### config.mk
export PLATFORM = sky130hd
export DESIGN_NAME = adc_sample_scheduler
export DESIGN_NICKNAME = d
export VERILOG_FILES = /design/src/rtl/adc_sched_pkg.sv /design/src/rtl/sample_fifo.sv /design/src/rtl/adc_sample_scheduler.sv
export SDC_FILE = /design/constraint.sdc
export NUM_CORES = 1
export LEC_CHECK = 0
export ABC_AREA = 1
export BUFFER_PORTS_ARGS = -buffer_cell sky130_fd_sc_hd__buf_4
export CORE_MARGIN = 4
export CORE_UTILIZATION = 45
export DETAILED_ROUTE_END_ITERATION = 8
export SLEW_MARGIN = 20
export SYNTH_ARGS = -nofsm -noshare
export SYNTH_HDL_FRONTEND = slang
export SYNTH_SLANG_ARGS = --single-unit
export TNS_END_PERCENT = 50
### constraint.sdc
create_clock -name clk -period 2.47 [get_ports clk]
set_clock_uncertainty 0.2 [all_clocks]
set_input_delay 0.494 -clock clk [delete_from_list [all_inputs] [get_ports clk]]
set_output_delay 0.494 -clock clk [all_outputs]
set_load 0.05 [all_outputs]
### src/rtl/adc_sched_pkg.sv
// ---------------------------------------------------------------------------
// adc_sched_pkg
//   Shared definitions for the ADC sample scheduler:
//     - DATA_W       : width of an MCP3002 result / output sample
//     - CONV_CYCLES  : clk cycles for one driver transaction (0.9 MHz SCK at
//                      27 MHz); the scheduler period must exceed this
//     - state_t      : scheduler FSM state encoding
//     - offset_to_signed() : offset-binary to two's-complement conversion
// ---------------------------------------------------------------------------
package adc_sched_pkg;

  localparam int DATA_W      = 10;
  localparam int CONV_CYCLES = 480;

  // Fixed encodings so the state can be probed and decoded by checkers.
  typedef enum logic [2:0] {
    S_IDLE      = 3'd0,
    S_WAIT_TICK = 3'd1,
    S_START     = 3'd2,
    S_WAIT_DATA = 3'd3,
    S_PUSH      = 3'd4
  } state_t;

  // Offset binary (0 = most negative) to two's complement: flip the MSB.
  function automatic logic [DATA_W-1:0] offset_to_signed(input logic [DATA_W-1:0] raw);
    return {~raw[DATA_W-1], raw[DATA_W-2:0]};
  endfunction

endpackage

### src/rtl/sample_fifo.sv
// ---------------------------------------------------------------------------
// sample_fifo
//   Synchronous FIFO, depth 2**AW, zero read latency (rd_data is the head
//   word whenever empty=0, and reads as zero while empty).
//   Ports:
//     clk, rst_n   clock, async active-low reset (flushes the FIFO)
//     wr_en        push request; accepted when not full, or when full and a
//                  pop happens in the same cycle
//     wr_data      word to push
//     rd_en        pop request; ignored while empty (a push into an empty
//                  FIFO becomes visible on the next cycle)
//     rd_data      head word
//     full, empty  status flags
// ---------------------------------------------------------------------------
module sample_fifo
  import adc_sched_pkg::*;
#(
  parameter int W  = DATA_W,
  parameter int AW = 4
) (
  input  logic         clk,
  input  logic         rst_n,
  input  logic         wr_en,
  input  logic [W-1:0] wr_data,
  input  logic         rd_en,
  output logic [W-1:0] rd_data,
  output logic         full,
  output logic         empty
);

  localparam int DEPTH = 2 ** AW;

  logic [W-1:0] mem [DEPTH];
  // One extra pointer bit distinguishes full from empty.
  logic [AW:0]  wr_ptr;
  logic [AW:0]  rd_ptr;
  logic         wr_ok;
  logic         rd_ok;

  assign empty = (wr_ptr == rd_ptr);
  assign full  = (wr_ptr[AW] != rd_ptr[AW]) && (wr_ptr[AW-1:0] == rd_ptr[AW-1:0]);

  // When full, a simultaneous pop frees the head slot, so the push may land.
  assign wr_ok = wr_en && (!full || rd_en);
  assign rd_ok = rd_en && !empty;

  assign rd_data = empty ? '0 : mem[rd_ptr[AW-1:0]];

  always_ff @(posedge clk) begin
    if (wr_ok) begin
      mem[wr_ptr[AW-1:0]] <= wr_data;
    end
  end

  always_ff @(posedge clk or negedge rst_n) begin
    if (!rst_n) begin
      wr_ptr <= '0;
      rd_ptr <= '0;
    end else begin
      if (wr_ok) begin
        wr_ptr <= wr_ptr + 1'b1;
      end
      if (rd_ok) begin
        rd_ptr <= rd_ptr + 1'b1;
      end
    end
  end

endmodule

### src/rtl/adc_sample_scheduler.sv
// ---------------------------------------------------------------------------
// adc_sample_scheduler
//   Paces the MCP3002 driver at SAMPLE_RATE: one conversion per period tick,
//   converts each offset-binary result to two's complement and queues it in a
//   2**FIFO_AW deep FIFO feeding the OFDM receive front end.
//
//   Ports:
//     clk, rst_n            system clock, async active-low reset
//     run                   level: 1 = sample continuously
//     adc_enable            1-cycle start pulse to the driver
//     adc_clear_available   1-cycle clear of the driver's result flag
//     adc_data[9:0]         driver result, offset binary
//     adc_available         driver result-ready flag
//     smp_data[9:0]         signed sample at the FIFO head
//     smp_valid, smp_ready  output stream handshake
//     overrun               sticky: sample dropped (FIFO full) or tick missed
//     timeout_err           sticky: driver never reported data
//     busy                  FSM not idle
//     overrun_cnt[15:0]     only with ADC_SCHED_OVERRUN_CNT_EN: saturating
//                           count of dropped or missed samples
//
//   Stream handshake: smp_valid is high whenever the FIFO holds a sample and
//   smp_data is that sample; a transfer happens on every rising clk edge with
//   smp_valid & smp_ready both high. smp_valid never depends on smp_ready.
//
//   Configuration macro: ADC_SCHED_OVERRUN_CNT_EN adds overrun_cnt.
// ---------------------------------------------------------------------------
module adc_sample_scheduler
  import adc_sched_pkg::*;
#(
  parameter int CLK_FREQ    = 27_000_000,
  parameter int SAMPLE_RATE = 40_000,
  parameter int FIFO_AW     = 4,
  parameter int TIMEOUT     = 1023
) (
  input  logic              clk,
  input  logic              rst_n,
  input  logic              run,
  output logic              adc_enable,
  output logic              adc_clear_available,
  input  logic [DATA_W-1:0] adc_data,
  input  logic              adc_available,
  output logic [DATA_W-1:0] smp_data,
  output logic              smp_valid,
  input  logic              smp_ready,
  output logic              overrun,
  output logic              timeout_err,
  output logic              busy
`ifdef ADC_SCHED_OVERRUN_CNT_EN
  ,
  output logic [15:0]       overrun_cnt
`endif
);

  localparam int PERIOD = CLK_FREQ / SAMPLE_RATE;
  localparam int CNT_W  = $clog2(PERIOD);
  localparam int WAIT_W = $clog2(TIMEOUT + 1);

  // FSM
  state_t state;
  state_t next_state;

  // Counters and per-conversion state
  logic [CNT_W-1:0]  period_cnt;
  logic [WAIT_W-1:0] wait_cnt;
  logic              tick;
  logic              run_q;
  logic              run_rise;
  logic              abort;
  logic [DATA_W-1:0] cap_data;

  // Decoded FSM actions
  logic              clear_flags;
  logic              capture;
  logic              push_req;
  logic              set_timeout;
  logic              data_seen;
  logic              missed_tick;
  logic              drop;

  // FIFO
  logic              fifo_full;
  logic              fifo_empty;
  logic              pop;

  assign run_rise = run && !run_q;

  // The tick is defined only while scheduling; the counter is parked at 0 in idle.
  assign tick = (state != S_IDLE) && (period_cnt == CNT_W'(PERIOD - 1));

  // The driver's flag is cleared in S_START but that clear lands during the
  // first S_WAIT_DATA cycle, so a stale flag there must be ignored.
  assign data_seen = adc_available && (wait_cnt != WAIT_W'(1));

  // A tick that arrives while a conversion is still in flight cannot start one.
  assign missed_tick = tick && ((state == S_START) || (state == S_WAIT_DATA) || (state == S_PUSH));

  assign pop  = smp_ready && !fifo_empty;
  assign drop = push_req && fifo_full && !pop;

  // -------------------------------------------------------------------------
  // FSM: state register
  // -------------------------------------------------------------------------
  always_ff @(posedge clk or negedge rst_n) begin
    if (!rst_n) begin
      state <= S_IDLE;
    end else begin
      state <= next_state;
    end
  end

  // -------------------------------------------------------------------------
  // FSM: next state and decoded actions
  // -------------------------------------------------------------------------
  always_comb begin
    next_state  = state;
    clear_flags = 1'b0;
    capture     = 1'b0;
    push_req    = 1'b0;
    set_timeout = 1'b0;
    case (state)
      S_IDLE: begin
        if (run_rise) begin
          clear_flags = 1'b1;
          next_state  = S_WAIT_TICK;
        end
      end
      S_WAIT_TICK: begin
        if (!run) begin
          next_state = S_IDLE;
        end else if (tick) begin
          next_state = S_START;
        end
      end
      S_START: begin
        // The driver has been started; it cannot be aborted, so always wait.
        next_state = S_WAIT_DATA;
      end
      S_WAIT_DATA: begin
        if (data_seen) begin
          capture    = 1'b1;
          next_state = (abort || !run) ? S_IDLE : S_PUSH;
        end else if (wait_cnt == WAIT_W'(TIMEOUT)) begin
          set_timeout = 1'b1;
          next_state  = (abort || !run) ? S_IDLE : S_WAIT_TICK;
        end
      end
      S_PUSH: begin
        push_req   = 1'b1;
        next_state = run ? S_WAIT_TICK : S_IDLE;
      end
      default: begin
        next_state = S_IDLE;
      end
    endcase
  end

  assign adc_enable          = (state == S_START);
  assign adc_clear_available = (state == S_START);
  assign busy                = (state != S_IDLE);

  // -------------------------------------------------------------------------
  // Run edge detect, period counter, wait counter, abort latch, capture
  // -------------------------------------------------------------------------
  always_ff @(posedge clk or negedge rst_n) begin
    if (!rst_n) begin
      run_q <= 1'b0;
    end else begin
      run_q <= run;
    end
  end

  always_ff @(posedge clk or negedge rst_n) begin
    if (!rst_n) begin
      period_cnt <= '0;
    end else if (state == S_IDLE) begin
      period_cnt <= '0;
    end else if (tick) begin
      period_cnt <= '0;
    end else begin
      period_cnt <= period_cnt + 1'b1;
    end
  end

  // Loaded with 1 as S_WAIT_DATA is entered, so it equals the number of
  // cycles spent waiting; it stops at TIMEOUT.
  always_ff @(posedge clk or negedge rst_n) begin
    if (!rst_n) begin
      wait_cnt <= '0;
    end else if (state == S_START) begin
      wait_cnt <= WAIT_W'(1);
    end else if ((state == S_WAIT_DATA) && (wait_cnt != WAIT_W'(TIMEOUT))) begin
      wait_cnt <= wait_cnt + 1'b1;
    end
  end

  // Remembers that run dropped while the conversion was in flight, so the
  // result is discarded even if run comes back before the data arrives.
  always_ff @(posedge clk or negedge rst_n) begin
    if (!rst_n) begin
      abort <= 1'b0;
    end else if (state == S_START) begin
      abort <= !run;
    end else if (state == S_WAIT_DATA) begin
      abort <= abort || !run;
    end else begin
      abort <= 1'b0;
    end
  end

  always_ff @(posedge clk or negedge rst_n) begin
    if (!rst_n) begin
      cap_data <= '0;
    end else if (capture) begin
      cap_data <= offset_to_signed(adc_data);
    end
  end

  // -------------------------------------------------------------------------
  // Sticky status flags
  // -------------------------------------------------------------------------
  always_ff @(posedge clk or negedge rst_n) begin
    if (!rst_n) begin
      overrun     <= 1'b0;
      timeout_err <= 1'b0;
    end else if (clear_flags) begin
      overrun     <= 1'b0;
      timeout_err <= 1'b0;
    end else begin
      if (missed_tick || drop) begin
        overrun <= 1'b1;
      end
      if (set_timeout) begin
        timeout_err <= 1'b1;
      end
    end
  end

`ifdef ADC_SCHED_OVERRUN_CNT_EN
  always_ff @(posedge clk or negedge rst_n) begin
    if (!rst_n) begin
      overrun_cnt <= '0;
    end else if (clear_flags) begin
      overrun_cnt <= '0;
    end else if ((missed_tick || drop) && (overrun_cnt != 16'hFFFF)) begin
      overrun_cnt <= overrun_cnt + 16'd1;
    end
  end
`endif

  // -------------------------------------------------------------------------
  // Output FIFO
  // -------------------------------------------------------------------------
  sample_fifo #(
    .W  (DATA_W),
    .AW (FIFO_AW)
  ) u_fifo (
    .clk     (clk),
    .rst_n   (rst_n),
    .wr_en   (push_req),
    .wr_data (cap_data),
    .rd_en   (smp_ready),
    .rd_data (smp_data),
    .full    (fifo_full),
    .empty   (fifo_empty)
  );

  assign smp_valid = !fifo_empty;

endmodule

==> results <==
- The run finished, with violations left.
- The final reports fail on setup timing.
- The root buffer cell chosen for the clock tree is clkbuf_16.
- The fraction of final layout cells sized beyond drive strength 1 is ~18%.
- The family with the most delay on the worst path is buffers and inverters.
- In the final routed layout, each cell accounts on average for between 15 and 20 um.
- The antenna diode instance count is 0.
- Setup repair after global routing could not meet its margin everywhere.
- In this run the horizontal extent of the chip is 151 um.
- The number of fill cells in the layout is roughly 1.7k.
- At the worst endpoint, the required time is 1.78 ns.
- The top cell type's share of synthesized area is 52.3%.
- After floorplanning, the core was sized to cover 19800 sq um.
- The minimum clock period after layout is about 2.8 ns.
- The most common library cell in the layout ignoring fill and taps is nand2_1.
- The first-pass GRT wire length is about 35000 um.
- The longest clock path from root to sink contains 3 buffers.
- Global routing used about a fifth of the available tracks.
- The signal on the critical path passes through buf_6, buf_12, nand2_4, nand2_2, nor2_2, and2_4, nand2_4, inv_6, clkbuf_16, a21oi_2, buf_6.
- From synthesis to final layout, the design area changed by 26.1%.
- The power density relative to cell area is approximately 1300 nW/um^2.
- In this run the static leakage power is between 4 and 5 nW.
- The critical path start-end classification is reg -> out.
- The most used flip-flop cell after synthesis is edfxtp_1.
- In this run, placement finished with an instance count of 1248.
- The number of vias after detailed routing is around 7k.
- The post-route setup TNS is -3.86 ns.
- The share of the Yosys chip area taken by registers is ~65%.
- In the layout the commonest cells are 310 x nand2_1, 160 x edfxtp_1, 131 x nor2_1.
- The number of violations of the max-capacitance limit is 0.
- The initial utilization of the core area, before any placement, comes to a little under half.
- The synthesized instance count is approximately 940.
- The die height is between 150 and 200 um.
- The total number of clock tree sinks is approximately 210.
- After synthesis the netlist holds a flip-flop and latch count of 207.
- The HPWL after detailed placement is 13900 um.
- The final RePlAce weighted congestion is between 0.8 and 0.9.
- At the worst endpoint, the arrival time is ~2.2 ns.
- The count of flip-flops with a built-in enable after synthesis is between 150 and 200.
- The count of buffers from port buffering is 30.
- In the post-synthesis netlist, the biggest area contributors are edfxtp_1 52%, nand2_1 13%, dfrtp_1 13%, nor2_1 5.4%, o21ai_0 3.3%.
- The multi-input combinational cells in the finished layout cover a total of 2960 sq um.
- Across all setup checks in the final design, the least slack found is -0.376 ns.
- The synthesized net count is approximately 970.
- The overall power after layout is ~15 mW.
- Measured on the finished design, the core utilization comes to about three fifths.
- After synthesis, the netlist uses 33 different library cells.
- In this run the remaining antenna-violating nets after routing total 0.
- The worst stage delay on the critical path is 0.46 ns.
- The number of DRC violations after detailed-routing iteration 0 is between 400 and 500.
- The type of element launching the critical path is a register.
- The hold violation total from the final report is 0.
- The maximum operating frequency is approximately 0.35 GHz.
- The sequential standard cell area is ~6000 sq um.
- The slowest stage of the critical path is the dfrtp_2 cell.
- The tightest hold path in the finished design has a slack of between 0.04 and 0.05 ns.
- The number of vias per cell after detailed routing is a little over 5.
- The normalized max-slew margin is 47.8%.
- The largest driver fanout on the critical path is 6.
- The number of global-route vias before repair came to around 6.4k.
- Pin placement for this block handled 31 I/O pins.
- The floorplan has approximately 50 rows.
- The post-detailed-route DRC marker count is 0.
- STA classifies the critical path endpoint as a primary output.
- TritonCTS built the clock tree.
- The setup-violating endpoint count in the final report is 11.
- The maximum vdd drop is about 670 uV.
- Entering global routing, the biggest net connects 48 pins.
- The H-tree level count is 1.
- The post-layout instance count excluding filler cells is 1322.
- The leftover overflow at the end of global routing is 0.
- Summed over all instances, the cell type with the most area after synthesis is edfxtp_1.
- The async set-or-reset flop fraction in the synthesized netlist is a little under a quarter.
- The cell area after synthesis is 9180 sq um.
- At the later pin of the worst-skew pair, clock insertion delay measures 0.52 ns.
- The count of buffer and inverter cells on the critical path is 5.
- The total detailed-routing wirelength is roughly 23000 um.
- The actual slew at the worst max-slew pin is 0.783 ns.
- The TritonCTS buffer count is 24.
- The first detailed-routing pass took 5 iterations.
- A synthesized cell averages about 9.8 sq um.
- The number of slew-limit violations in the final report is 0.
- The type of the tightest min-delay check is in -> reg.
- The clock slew seen by the registers of the worst setup and hold paths is roughly 0.060 ns.
- The final layout contains 1063 nets.
- The synthesis warning total is 0.
- The die area is around 23000 sq um.
- Dividing the final minimum period by the clock period gives 115%.
- The number of antenna violations at the first check in global routing is 0.
## per-layer routing
metal	up-vias	wire (um)	global-route usage [%]
li1	3309	-	-
met3	35	1370	3.32
met5	-	0	0
met4	0	457	5.17
met1	3260	10300	28.1
met2	220	11200	33.7
## registers in the layout, summed over array words and instances, names as in the netlist
signal         flops
overrun            1
u_fifo.mem       160
u_fifo.wr_ptr      5
run_q              1
wait_cnt          10
u_fifo.rd_ptr      5
timeout_err        1
state              3
period_cnt        10
cap_data          10
abort              1
## area by class of cell
class	instances	share of cell area [%]
Timing Repair Buffer	112	10.7
Sequential cell	207	51.7
Inverter	57	1.94
Tap cell	265	2.86
Clock inverter	18	2.03
Multi-Input combinational cell	637	25.5
Clock buffer	26	5.25
## synth_stat cells (2+ instances only)
cell type / instances
nand2_1: 315
edfxtp_1: 160
nor2_1: 132
o21ai_0: 60
nand3_1: 51
inv_1: 50
dfrtp_1: 47
clkbuf_1: 18
a21oi_1: 17
buf_2: 13
nor3_1: 10
xor2_1: 10
ha_1: 9
nand4_1: 9
o21ai_1: 8
buf_4: 6
inv_2: 6
buf_1: 2
nand2_2: 2
nand2_4: 2
o21a_1: 2
## kinds of logic after synthesis
kind of cell	synth area share (%)
AND/OR/NAND/NOR	23.1
flip-flops	65.2
buffers and inverters	4.47
AO/OA/AOI/OAI	5.03
XOR/XNOR	1.05
adder cells (fa/ha/maj)	1.23
## tightest hold or removal path, cell delays in order
cell and delay (ns):
buf_4 0.08, nand2_1 0.05, o21a_1 0.09
## power breakdown
| part | switching [mW] | internal, mW | total, mW |
|---|---|---|---|
| Clock | 1.42 | 2.32 | 3.74 |
| Combinational | 3.53 | 2.35 | 5.87 |
| Sequential | 0.628 | 4.34 | 4.97 |
| Total | 5.57 | 9.01 | 14.6 |
## what timing repair did
| action | CTS | global route |
|---|---|---|
| setup buffers | 4 | 7 |
| endpoints found under the setup margin | 11 | 11 |
| gates resized for setup | 43 | 30 |
| gates cloned | 2 | 7 |
| endpoints found under the hold margin | 57 | 0 |
| hold buffers | 11 | 0 |
| pin swaps | 2 | 17 |
## final timing paths
path,from,end,slack (ns),cells after the start
worst min register to register,cap_data[7],cap_data[7],0.30,2
worst max register to register,u_fifo.rd_ptr[0],u_fifo.mem[3][7],0.14,11
worst min-delay path,adc_data[9],cap_data[9],0.05,3
min in group asynchronous,rst_n,wait_cnt[0],0.32,2
worst max-delay path,u_fifo.rd_ptr[0],smp_data[5],-0.38,11
max in group asynchronous,rst_n,u_fifo.rd_ptr[1],1.32,2
## through the flow
step                      instance area [sq um]  worst slack (ns)
after floorplan                            9180            -0.165
after detailed placement                  10000             0.104
after global placement                    10000             0.125
after global routing                      11600            -0.468
after CTS                                 11300            -0.387
final                                     11600            -0.376
Note: power is estimated with default switching activity, not from simulation.
